--- config.mk ---
export PLATFORM = sky130hd
export DESIGN_NAME = text_console_ctrl
export DESIGN_NICKNAME = d
export VERILOG_FILES = /design/src/rtl/text_console_ctrl.sv
export SDC_FILE = /design/constraint.sdc
export NUM_CORES = 1
export LEC_CHECK = 0
export ABC_AREA = 1
export CAP_MARGIN = 10
export CORE_UTILIZATION = 58
export DETAILED_ROUTE_END_ITERATION = 7
export GPL_TIMING_DRIVEN = 1
export PLACE_DENSITY = 0.81
export SLEW_MARGIN = 10
export SYNTH_ARGS = -nofsm -noshare
export SYNTH_HDL_FRONTEND = slang
export SYNTH_SLANG_ARGS = --single-unit
export TNS_END_PERCENT = 1
--- constraint.sdc ---
create_clock -name CLK -period 4.57 [get_ports CLK]
set_input_delay 0.914 -clock CLK [delete_from_list [all_inputs] [get_ports CLK]]
set_output_delay 0.914 -clock CLK [all_outputs]
set_load 0.005 [all_outputs]
--- src/rtl/text_console_ctrl.sv ---
// Text console engine: accepts character codes, tracks the cursor, writes the character RAM and scrolls via a row offset.
// Optional build macro TEXT_CONSOLE_TAB_EN adds horizontal-tab (0x09) handling.
module text_console_ctrl #(
  parameter int                COLS      = 80,
  parameter int                ROWS      = 30,
  parameter int                CHAR_W    = 7,
  parameter logic [CHAR_W-1:0] FILL_CHAR = '0,
  localparam int               AW        = $clog2(COLS*ROWS),
  localparam int               XW        = $clog2(COLS),
  localparam int               YW        = $clog2(ROWS)
) (
  input  logic              CLK,
  input  logic              RESET_N,
  input  logic [CHAR_W-1:0] DIN,
  input  logic              DIN_VALID,
  output logic              DIN_READY,
  output logic              FB_WE,
  output logic [AW-1:0]     FB_ADDR,
  output logic [CHAR_W-1:0] FB_DATA,
  output logic [YW-1:0]     SCROLL_ROW,
  output logic [XW-1:0]     CURSOR_X,
  output logic [YW-1:0]     CURSOR_Y,
  output logic              BUSY
);

  typedef enum logic [1:0] {IDLE, EXEC, CLEAR, CLRLINE} state_t;

  localparam logic [CHAR_W-1:0] C_BS  = CHAR_W'('h08);
  localparam logic [CHAR_W-1:0] C_LF  = CHAR_W'('h0A);
  localparam logic [CHAR_W-1:0] C_CR  = CHAR_W'('h0D);
  localparam logic [CHAR_W-1:0] C_SP  = CHAR_W'('h20);
  localparam logic [CHAR_W-1:0] C_DEL = CHAR_W'('h7F);

  state_t            state, state_nx;
  logic [CHAR_W-1:0] code_q;
  logic [AW-1:0]     cnt, cnt_nx, line_base, line_base_nx, fb_addr_nx;
  logic [XW-1:0]     cx_nx;
  logic [YW-1:0]     cy_nx, scr_nx;
  logic              fb_we_nx;
  logic [CHAR_W-1:0] fb_data_nx;
  logic              xfer, is_print, at_last_col, at_bottom, do_lf, need_scroll;

  // Logical row -> physical row by compare-and-subtract, then row*COLS+col.
  function automatic logic [AW-1:0] cell_addr(input logic [YW-1:0] y,
                                              input logic [YW-1:0] s,
                                              input logic [XW-1:0] x);
    logic [YW:0] prow;
    prow = {1'b0, y} + {1'b0, s};
    if (prow >= (YW+1)'(ROWS)) prow = prow - (YW+1)'(ROWS);
    return AW'(int'(prow) * COLS + int'(x));
  endfunction

  assign xfer        = DIN_VALID && DIN_READY;
  assign is_print    = (code_q >= C_SP) && (code_q != C_DEL);
  assign at_last_col = (CURSOR_X == XW'(COLS-1));
  assign at_bottom   = (CURSOR_Y == YW'(ROWS-1));

`ifdef TEXT_CONSOLE_TAB_EN
  localparam logic [CHAR_W-1:0] C_HT = CHAR_W'('h09);
  logic          is_tab, tab_ovf;
  logic [XW:0]   tab_pos;
  assign is_tab  = (code_q == C_HT);
  assign tab_pos = ({1'b0, CURSOR_X} | (XW+1)'(7)) + (XW+1)'(1);
  assign tab_ovf = (tab_pos >= (XW+1)'(COLS));
  assign do_lf   = (code_q == C_LF) || (is_print && at_last_col) || (is_tab && tab_ovf);
`else
  assign do_lf   = (code_q == C_LF) || (is_print && at_last_col);
`endif
  assign need_scroll = do_lf && at_bottom;

  always_ff @(posedge CLK or negedge RESET_N) begin
    if (!RESET_N) state <= CLEAR;
    else          state <= state_nx;
  end

  always_comb begin
    state_nx = state;
    case (state)
      IDLE:    if (xfer) state_nx = EXEC;
      EXEC:    if (code_q == C_DEL)  state_nx = CLEAR;
               else if (need_scroll) state_nx = CLRLINE;
               else                  state_nx = IDLE;
      CLEAR:   if (cnt == AW'(COLS*ROWS-1)) state_nx = IDLE;
      CLRLINE: if (cnt == AW'(COLS-1))      state_nx = IDLE;
      default: state_nx = IDLE;
    endcase
  end

  always_comb begin
    cx_nx        = CURSOR_X;
    cy_nx        = CURSOR_Y;
    scr_nx       = SCROLL_ROW;
    fb_we_nx     = 1'b0;
    fb_addr_nx   = FB_ADDR;
    fb_data_nx   = FB_DATA;
    cnt_nx       = cnt;
    line_base_nx = line_base;
    case (state)
      EXEC: begin
        if (code_q == C_CR) begin
          cx_nx = '0;
        end else if (code_q == C_BS) begin
          if (CURSOR_X != '0) begin
            cx_nx      = CURSOR_X - XW'(1);
            fb_we_nx   = 1'b1;
            fb_addr_nx = cell_addr(CURSOR_Y, SCROLL_ROW, CURSOR_X - XW'(1));
            fb_data_nx = FILL_CHAR;
          end
`ifdef TEXT_CONSOLE_TAB_EN
        end else if (is_tab) begin
          cx_nx = tab_ovf ? '0 : tab_pos[XW-1:0];
`endif
        end else if (is_print) begin
          fb_we_nx   = 1'b1;
          fb_addr_nx = cell_addr(CURSOR_Y, SCROLL_ROW, CURSOR_X);
          fb_data_nx = code_q;
          cx_nx      = at_last_col ? '0 : CURSOR_X + XW'(1);
        end
        // The old top physical row becomes the new bottom row after a scroll.
        if (do_lf) begin
          if (!at_bottom) begin
            cy_nx = CURSOR_Y + YW'(1);
          end else begin
            scr_nx       = (SCROLL_ROW == YW'(ROWS-1)) ? '0 : SCROLL_ROW + YW'(1);
            line_base_nx = AW'(int'(SCROLL_ROW) * COLS);
            cnt_nx       = '0;
          end
        end
        if (code_q == C_DEL) cnt_nx = '0;
      end
      CLEAR: begin
        fb_we_nx   = 1'b1;
        fb_addr_nx = cnt;
        fb_data_nx = FILL_CHAR;
        cnt_nx     = cnt + AW'(1);
        if (cnt == AW'(COLS*ROWS-1)) begin
          cx_nx  = '0;
          cy_nx  = '0;
          scr_nx = '0;
        end
      end
      CLRLINE: begin
        fb_we_nx   = 1'b1;
        fb_addr_nx = line_base + cnt;
        fb_data_nx = FILL_CHAR;
        cnt_nx     = cnt + AW'(1);
      end
      default: ;
    endcase
  end

  always_ff @(posedge CLK or negedge RESET_N) begin
    if (!RESET_N) begin
      CURSOR_X   <= '0;
      CURSOR_Y   <= '0;
      SCROLL_ROW <= '0;
      FB_WE      <= 1'b0;
      FB_ADDR    <= '0;
      FB_DATA    <= FILL_CHAR;
      cnt        <= '0;
      line_base  <= '0;
      DIN_READY  <= 1'b0;
      BUSY       <= 1'b1;
    end else begin
      CURSOR_X   <= cx_nx;
      CURSOR_Y   <= cy_nx;
      SCROLL_ROW <= scr_nx;
      FB_WE      <= fb_we_nx;
      FB_ADDR    <= fb_addr_nx;
      FB_DATA    <= fb_data_nx;
      cnt        <= cnt_nx;
      line_base  <= line_base_nx;
      DIN_READY  <= (state_nx == IDLE);
      BUSY       <= (state_nx == CLEAR) || (state_nx == CLRLINE);
    end
  end

  always_ff @(posedge CLK) begin
    if (xfer) code_q <= DIN;
  end

endmodule

# Word-level counts from Yosys, hierarchy flattened
# Index checks and enable logic that the tools add are counted.
[totals]
regBits = 68
output_inout_bits = 39
word_cells = 122
[classes]
n_addsub = 10
multipliers = 3
n_lt_le_gt_ge = 2
eq_ne = 26
mux = 49
reduce_logical = 20
[ops]
columns = ["cell", "n"]
rows = [
  ["12-bit two-way mux", 7],
  ["7-bit two-way mux", 10],
  ["6-bit two-way mux", 9],
  ["12-bit one-hot mux with 3 select lines", 1],
  ["5-bit two-way mux", 6],
  ["7-bit one-hot mux with 2 select lines", 2],
  ["12-bit by 7-bit adder with 12-bit output", 2],
  ["12-bit one-hot mux with 2 select lines", 1],
  ["7-bit by 4-bit == test with 1-bit output (second input constant)", 3],
  ["5-bit one-hot mux with 2 select lines", 2],
  ["4-bit AND reduction", 5],
  ["6-bit by 3-bit multiplier with 8-bit output (second input constant)", 2],
  ["7-bit == test (second input constant)", 2],
  ["12-bit by 1-bit adder with 12-bit output (second input constant)", 1],
  ["12-bit adder", 1],
  ["12-bit == test (second input constant)", 1],
  ["12-bit by 7-bit == test with 1-bit output (second input constant)", 1],
  ["3-bit != test (second input constant)", 4],
  ["5-bit by 1-bit adder with 5-bit output (second input constant)", 2],
  ["5-bit == test (second input constant)", 2],
  ["2-bit two-way mux", 5],
  ["2-bit != test (second input constant)", 5],
  ["2-bit == test (second input constant)", 4],
  ["5-bit by 3-bit multiplier with 8-bit output (second input constant)", 1],
  ["other kinds (20)", 31],
]

# Longest topological paths before layout
# Gate-level depths: netlist of the first run.
[logic_depth]
word_depth = 13
depth_mapped = 28

# Least setup slack after synthesis of the first run
# Ideal clock, no wire load.
[synth_timing]
kind = "register to register"
start = "register SCROLL_ROW[0]"
end = "register FB_ADDR[11]"
t_arrival_ps = 3723
required_time_ps = 4453
path_slack_ps = 731
path_stages_with_launch = 26
n_path_buf = 0
cell_sequence = "dfrtp_1 > ha_1 > fa_1 > xor2_1 > nand2_1 > nor2_1 > nand2_1 > inv_1 > nor2_1 > xnor2_1 > ha_1 > ha_1 > fa_1 > nand2_1 > inv_1 > nand2_1 > nor2_1 > nand2_1 > nand2_1 > nand2_1 > inv_1 > nand2_1 > nand3_1 > nand2_1 > nand2_1 > nand2_1"
[synth_via]
elab_chain_cells = 13
elab_cells_between_ends = 21
[synth_rtl]
columns = ["element", "line_no", "source"]
rows = [
  ["from (decl)", "20", "output logic [YW-1:0] SCROLL_ROW,"],
  ["from (signal assigned)", "167", "SCROLL_ROW <= scr_nx;"],
  ["5-bit by 5-bit adder with 6-bit output (*)", "48", "prow = {1'b0, y} + {1'b0, s};"],
  ["6-bit by 5-bit subtractor with 6-bit output or 6-bit by 5-bit greater-or-equal comparator with 1-bit output (tied branches)", "49", "if (prow >= (YW+1)'(ROWS)) prow = prow - (YW+1)'(ROWS);"],
  ["6-bit two-way mux (*)", "49", ""],
  ["6-bit two-way mux, on equally long branches", "113, 103", ""],
  ["6-bit two-way mux", "102", "end else if (code_q == C_BS) begin"],
  ["6-bit two-way mux", "100", "if (code_q == C_CR) begin"],
  ["6-bit two-way mux", "98", "case (state)"],
  ["6-bit by 3-bit multiplier with 8-bit output", "50", "return AW'(int'(prow) * COLS + int'(x));"],
  ["12-bit by 7-bit adder with 12-bit output", "50", ""],
  ["12-bit two-way mux, on equally long branches", "113, 103", ""],
  ["12-bit two-way mux (*)", "102", ""],
  ["12-bit two-way mux (*)", "100", ""],
  ["12-bit one-hot mux with 3 select lines (*)", "98", ""],
  ["to (signal assigned)", "169", "FB_ADDR <= fb_addr_nx;"],
  ["to (decl)", "18", "output logic [AW-1:0] FB_ADDR,"],
]
# Mark *: on every way between the ends. The rest lies on a longest branch, timed or not. The select of a mux whose other input is x is not followed.
# A chain may end at the register's enable or synchronous reset.

# Worst setup path in the final report of the first run
# Same ends and word-level chain as after synthesis.

==> results.json, run 1 <==
{
  "rsz0062_at_grt": "false",
  "clock_tree.htree_level_count": 3,
  "cpPeakStageDelay_ps": 530,
  "crit_path_time_final_ps": 4150,
  "place_inst": 763,
  "numCtsBuffers": 9,
  "diodes": 0,
  "critPathMaxFanout": 9,
  "netlist_top_cells_count": "168 x nand2_1, 59 x dfrtp_1, 59 x inv_1, 57 x nand3_1, 42 x nor2_1",
  "post_synth_main_area_contributors": "dfrtp_1 31%, nand2_1 13%, ha_1 9.9%",
  "insertion_delay_ps": 350,
  "synth_seq_cells": 67,
  "vias": 4367,
  "clock-sinks": 67,
  "die-width_um": 93.0,
  "synth-seq-area-share_pct": 35.7,
  "synth_area_sq_mm": 0.00480,
  "first_global_vias": 4156,
  "count_of_unique_library_cells_instantiated_by_yosys": 45,
  "cts_setup_buffers": 0,
  "yosys.area_share.simple_pct": 31.1,
  "multi_input_comb_area_sq_mm": 0.00277,
  "setup_slack_ps": 419,
  "max_cap_viol_count": 0,
  "worst_slew_pin_slew_ps": 709,
  "finClkSkew_ps": 10.6,
  "global_route.usage.total_pct": 28.4,
  "post_dp_cell_area_sq_mm": 0.00533,
  "synth-edff-count": 7,
  "cts_tree": "built",
  "instances_no_fill": 779,
  "drt-total-wl_mm": 11.4,
  "synth-adder-area-share_pct": 12.0,
  "design.portCount": 49,
  "run_status": "finished, final reports clean",
  "antenna_found_initial": 0,
  "holdCritPathClass": "register to register",
  "net_count_after_synthesis": 676,
  "power_frac_seq_pct": 27.1,
  "power_density_mw_per_mm2": 664,
  "hpwl_mm": 8.74,
  "synth_ff_type": "dfrtp_1",
  "std_cell_rows": 32,
  "parity_gate_share_of_the_synthesized_area_counting_xor_and_xnor_cells_pct": 3.28,
  "portion_of_the_clock_cycle_consumed_by_the_worst_path_in_the_final_layout_pct": 90.8,
  "synth_most_common_cell": "nand2_1",
  "part_of_the_total_power_dissipated_in_the_clock_network_pct": 15.2,
  "relSlewSlack_pct": 52.5,
  "grt_first_pass_wirelength_mm": 19.3,
  "power.switching_fraction_pct": 44.8,
  "initial_utilization_pct": 61.2,
  "buffer_ports.inserted": 48,
  "detailedPlace.worstSlack_ps": 281,
  "share_comb_of_total_power_pct": 57.6,
  "gp_congestion": 0.912,
  "finalNetCount": 725,
  "start_kind": "register",
  "yosysWarnings": 0,
  "grt_max_degree": 33,
  "average_wire_length_per_cell_after_detail_routing_um": 14.6,
  "number_of_hold_buffers_added_after_cts": 0,
  "design_area_sq_mm": 0.00557,
  "synthMuxAreaShare_pct": 0,
  "timing.hold.ws_ps": 490,
  "die_area_sq_mm": 0.00865,
  "power.total_mw": 3.70,
  "post-route-drc-count": 0,
  "layout-area-overhead-vs-synth_pct": 16.0,
  "netlist.top_cell.by_area": "dfrtp_1",
  "crit_arrival_ps": 4380,
  "yosys.area.top_type_share_pct": 30.8,
  "synth_top_family_by_area": "simple AND/OR/NAND/NOR gates",
  "report.final.slew_viol_count": 0,
  "final-seq-area_sq_mm": 0.00171,
  "worst-setup-path-type": "register to register",
  "drive_gt1_share_pct": 9.90,
  "endpoint_kind": "register",
  "achievable-frequency_mhz": 241,
  "vias_per_cell": 5.61,
  "final-hold-violation-count": 0,
  "cellLeakagePower_nw": 2.79,
  "fin_tns_setup_ps": 0,
  "cts_root_buffer": "clkbuf_8",
  "synthCells": 623,
  "worst_path_most_repeated_cell": "nand2_1",
  "total_setup_violations_reported_at_the_end_of_the_flow": 0,
  "fp.dieH_um": 93.0,
  "drt_first_iter_violations": 321,
  "critical-path-slowest-cell": "fa_1",
  "drt_pass1_iterations": 5,
  "async_sr_flop_fraction_pct": 89.6,
  "core-area_sq_mm": 0.00785,
  "postSynthAreaPerCell_sq_um": 7.71,
  "globalRouteOverflowTotal": 0,
  "cts_buffer_depth": 2,
  "switching_power_mw": 1.66,
  "final_core_util_pct": 71.0,
  "compound_gate_portion_of_the_synthesized_area_pct": 10.9,
  "nFillCells": 674,
  "cp_data_required_time_ps": 4800,
  "postRouteAntennaNets": 0,
  "ir_worst_vdd_mv": 0.349,
  "clk_pin_slew_ps": 80,
  "intPower_mw": 2.04
}
## routing by layer
layer  vias to the layer above  share of wire (%)  track usage [%]
met5                         -                  0                0
met4                         0                1.3             8.46
met3                        17                5.6             4.80
met2                       151                 48             47.5
met1                      2020                 45             37.8
li1                       2179                  -                -
## placed cells by master (no fill, tap or decap), types with 18 or more instances in the layout
master and instances:
nand2_1 168, inv_1 59, dfrtp_1 58, nand3_1 57, clkdlybuf4s50_1 47, o21ai_0 40, nor2_1 40, ha_1 38
a21oi_1 21, nand2_2 18
## layout make-up
cell class / instances / share of cell area (%)
Inverter: 64 / 4.40
Sequential cell: 67 / 30.8
Multi-Input combinational cell: 480 / 49.7
Timing Repair Buffer: 50 / 8.81
Tap cell: 102 / 2.29
Clock inverter: 7 / 1.77
Clock buffer: 9 / 2.22
## worst paths after layout
path                                      startpoint                        to  slack (ps)  depth (start not counted)
setup / recovery           SCROLL_ROW[0]$_DFFE_PN0P_   FB_ADDR[11]$_DFFE_PN0P_         420                         25
hold / removal              line_base[4]$_DFFE_PN0P_  line_base[4]$_DFFE_PN0P_         490                          2
setup reg to reg           SCROLL_ROW[0]$_DFFE_PN0P_   FB_ADDR[11]$_DFFE_PN0P_         420                         25
hold reg to reg             line_base[4]$_DFFE_PN0P_  line_base[4]$_DFFE_PN0P_         490                          2
max in group asynchronous                    RESET_N            BUSY$_DFF_PN1_        3080                          2
min in group asynchronous                    RESET_N    FB_ADDR[0]$_DFFE_PN0P_         600                          1
## state kept, by name, summed over array words and instances, names as in the netlist
name / flops
CURSOR_X: 7
SCROLL_ROW: 5
FB_ADDR: 12
cnt: 12
FB_WE: 1
state: 1
BUSY: 1
line_base: 8
code_q: 7
DIN_READY: 1
CURSOR_Y: 5
FB_DATA: 7
## critical path: cells and delay by family, from the launching register on
kind	cells	cell delay, ps
flip-flops	1	470
adder cells (fa/ha/maj)	5	1740
AND/OR/NAND/NOR	15	1220
buffers and inverters	3	210
XOR/XNOR	2	420
## power by group through the flow
stage,logic (mW),clock network (mW),registers (mW)
final,2.13,0.564,1.00
after detailed placement,2.09,0,1.01
after global placement,2.03,0,1.00
after global routing,2.41,0.598,1.03
after CTS,2.11,0.573,1.00
after floorplan,1.48,0,0.961
## what timing repair did
item,CTS,global route
endpoints found under the setup margin,0,1
endpoints found under the hold margin,0,0
resized for setup,0,5
## cells by family (layout without fill, tap and decap cells)
family | count (synthesis) | in the layout
adders and majority gates | 43 | 43
and+or+nand+nor | 329 | 329
DFF | 67 | 67
buffers and inverters | 76 | 130
xor gates and xnor gates | 18 | 18
AOI/OAI and AO/OA | 90 | 90
(Power assumes the default switching activity.)
==> run 2: changes to the inputs <==
CAP_MARGIN = 20   (was 10)
PLACE_DENSITY = 0.85   (was 0.81)
RECOVER_POWER = 50   (was unset)
==> run 2 against run 1 <==
Clock skew decreased by 1.5 ps; highest routed layer unchanged; sequential power is essentially flat; critical endpoint unchanged; sequential share of layout area up 0.34 points; first-iteration DRC count up 0.93%.
==> results.json, run 2 (synthesis gave the netlist of run 1 again) <==
{
  "run_status": "finished, final reports clean",
  "switching_power_mw": 1.64,
  "power_density_mw_per_mm2": 652,
  "clock_tree.htree_level_count": 3,
  "grt_first_pass_wirelength_mm": 19.5,
  "post_dp_cell_area_sq_mm": 0.00533,
  "vias": 4450,
  "worstHoldPathCells": 2,
  "drt_first_iter_violations": 324,
  "hpwl_mm": 8.65,
  "clk_pin_slew_ps": 70,
  "report.final.slew_viol_count": 0,
  "reg.largest.list": "FB_ADDR x12, cnt x12, line_base x8",
  "power.switching_fraction_pct": 45.5,
  "first_global_vias": 4236,
  "cts_setup_buffers": 0,
  "share_comb_of_total_power_pct": 58.6,
  "cts_buffer_depth": 2,
  "layout-area-overhead-vs-synth_pct": 14.8,
  "average_wire_length_per_cell_after_detail_routing_um": 14.7,
  "multi_input_comb_area_sq_mm": 0.00274,
  "commonest_non_fill_non_tap_cell_in_the_layout": "nand2_1",
  "critPathMaxFanout": 9,
  "core-area_sq_mm": 0.00785,
  "final-hold-violation-count": 0,
  "cts_root_buffer": "clkbuf_8",
  "worst_hold_path.endpoint": "FB_ADDR[5]$_DFFE_PN0P_",
  "worst-setup-path-type": "register to register",
  "gp_congestion": 0.953,
  "relSlewSlack_pct": 50.1,
  "drt_pass1_iterations": 7,
  "crit_arrival_ps": 4420,
  "ff2ff_setup_slack_ps": 380,
  "numCtsBuffers": 9,
  "r2r_cells": 25,
  "design.portCount": 49,
  "ir_worst_vdd_mv": 0.393,
  "drt-total-wl_mm": 11.4,
  "hold_path_startpoint": "FB_ADDR[5]$_DFFE_PN0P_",
  "drive_gt1_share_pct": 8.57,
  "start_kind": "register",
  "finClkSkew_ps": 9.10,
  "total_setup_violations_reported_at_the_end_of_the_flow": 0,
  "intPower_mw": 1.96,
  "initial_utilization_pct": 61.2,
  "achievable-frequency_mhz": 239,
  "globalRouteOverflowTotal": 0,
  "post-route-drc-count": 0,
  "fin_tns_setup_ps": 0,
  "final-seq-area_sq_mm": 0.00171,
  "vias_per_cell": 5.71,
  "endpoint_kind": "register",
  "fp.dieH_um": 93.0,
  "rr_endpoint": "FB_ADDR[11]$_DFFE_PN0P_",
  "portion_of_the_clock_cycle_consumed_by_the_worst_path_in_the_final_layout_pct": 91.6,
  "layout_common_cells": "170 x nand2_1, 59 x inv_1, 58 x dfrtp_1",
  "max_cap_viol_count": 0,
  "nFillCells": 660,
  "cp_data_required_time_ps": 4800,
  "cellLeakagePower_nw": 2.77,
  "global_route.usage.total_pct": 28.6,
  "crit-reg2reg-launch": "SCROLL_ROW[0]$_DFFE_PN0P_",
  "worst_slew_pin_slew_ps": 748,
  "antenna_found_initial": 0,
  "clock-sinks": 67,
  "die-width_um": 93.0,
  "finalNetCount": 725,
  "crit_path_time_final_ps": 4190,
  "buffer_ports.inserted": 48,
  "insertion_delay_ps": 350,
  "design_area_sq_mm": 0.00551,
  "holdCritPathClass": "register to register",
  "diodes": 0,
  "die_area_sq_mm": 0.00865,
  "postRouteAntennaNets": 0,
  "cts_tree": "built",
  "part_of_the_total_power_dissipated_in_the_clock_network_pct": 13.3,
  "power_frac_seq_pct": 28.1,
  "std_cell_rows": 32,
  "grt_max_degree": 61
}
==> run 2: critical path: stages (launching register included) <==
cell      delay (ps)
dfrtp_2          470
ha_1             260
fa_1             400
xor2_1           260
nand2_1           80
nor2_1           170
nand2_1           70
inv_1             90
nor2_2            60
inv_1             70
nand2_1           60
xor2_1           200
ha_1             280
ha_1             230
fa_1             530
nand2_1           70
inv_1             50
nand2_1           60
nor2_1           160
nand3b_1         100
nand2_1           90
nand3_1           80
nand3_1           80
nand2_1           50
nand2_1           50
nand2_1           40
==> run 2: worst max-delay path by stage <==
stage / cells after the start / endpoint / start / slack (ps)
2_1_floorplan: 25 / FB_ADDR[11]$_DFFE_PN0P_ / SCROLL_ROW[0]$_DFFE_PN0P_ / 730
3_3_place_gp: 25 / FB_ADDR[11]$_DFFE_PN0P_ / SCROLL_ROW[0]$_DFFE_PN0P_ / 550
3_5_place_dp: 23 / FB_ADDR[11]$_DFFE_PN0P_ / SCROLL_ROW[0]$_DFFE_PN0P_ / 380
4_1_cts: 23 / FB_ADDR[11]$_DFFE_PN0P_ / SCROLL_ROW[0]$_DFFE_PN0P_ / 370
5_1_grt: 27 / FB_ADDR[11]$_DFFE_PN0P_ / SCROLL_ROW[0]$_DFFE_PN0P_ / -20
6_report: 25 / FB_ADDR[11]$_DFFE_PN0P_ / SCROLL_ROW[0]$_DFFE_PN0P_ / 380
==> run 2: area by class of cell <==
type | count | area share, %
multi-input cells | 480 | 49.8
well taps | 102 | 2.32
flip-flops and latches | 67 | 31.1
clock buffers | 9 | 2.25
inverters | 64 | 4.45
repair buffers | 50 | 8.83
clock inverters | 7 | 1.23
==> run 2: layer usage <==
layer  GRT usage [%]  part of all wire [%]  wire [um]
met1            38.9                    45       5100
met2            45.5                    47       5360
met3            4.07                   6.4        726
met4            12.3                   2.1        242
met5               0                     0          0
==> run 2: power by group through the flow <==
stage | combinational (mW) | sequential (mW) | clock (mW)
5_1_grt | 2.35 | 1.04 | 0.515
2_1_floorplan | 1.48 | 0.961 | 0
6_report | 2.10 | 1.01 | 0.479
3_3_place_gp | 2.02 | 1.00 | 0
4_1_cts | 2.11 | 1.01 | 0.486
3_5_place_dp | 2.09 | 1.02 | 0
==> run 2: repair_timing <==
action / in CTS / in global routing
gates resized for setup: 0 / 2
setup endpoints to repair: 0 / 1
hold buffers: 0 / 0
==> run 2: through the flow <==
stage | std cells | total power [mW] | setup WS (ps) | hold WS, ps | util [%]
global route | 779 | 3.90 | -21.7 | 507 | 70.2
floorplan | 623 | 2.44 | 731 | 453 | -
finish | 779 | 3.59 | 384 | 491 | 70.2
global placement | 763 | 3.02 | 546 | 471 | 67.9
detailed placement | 763 | 3.10 | 378 | 482 | 67.9
CTS | 779 | 3.60 | 367 | 497 | 70.3
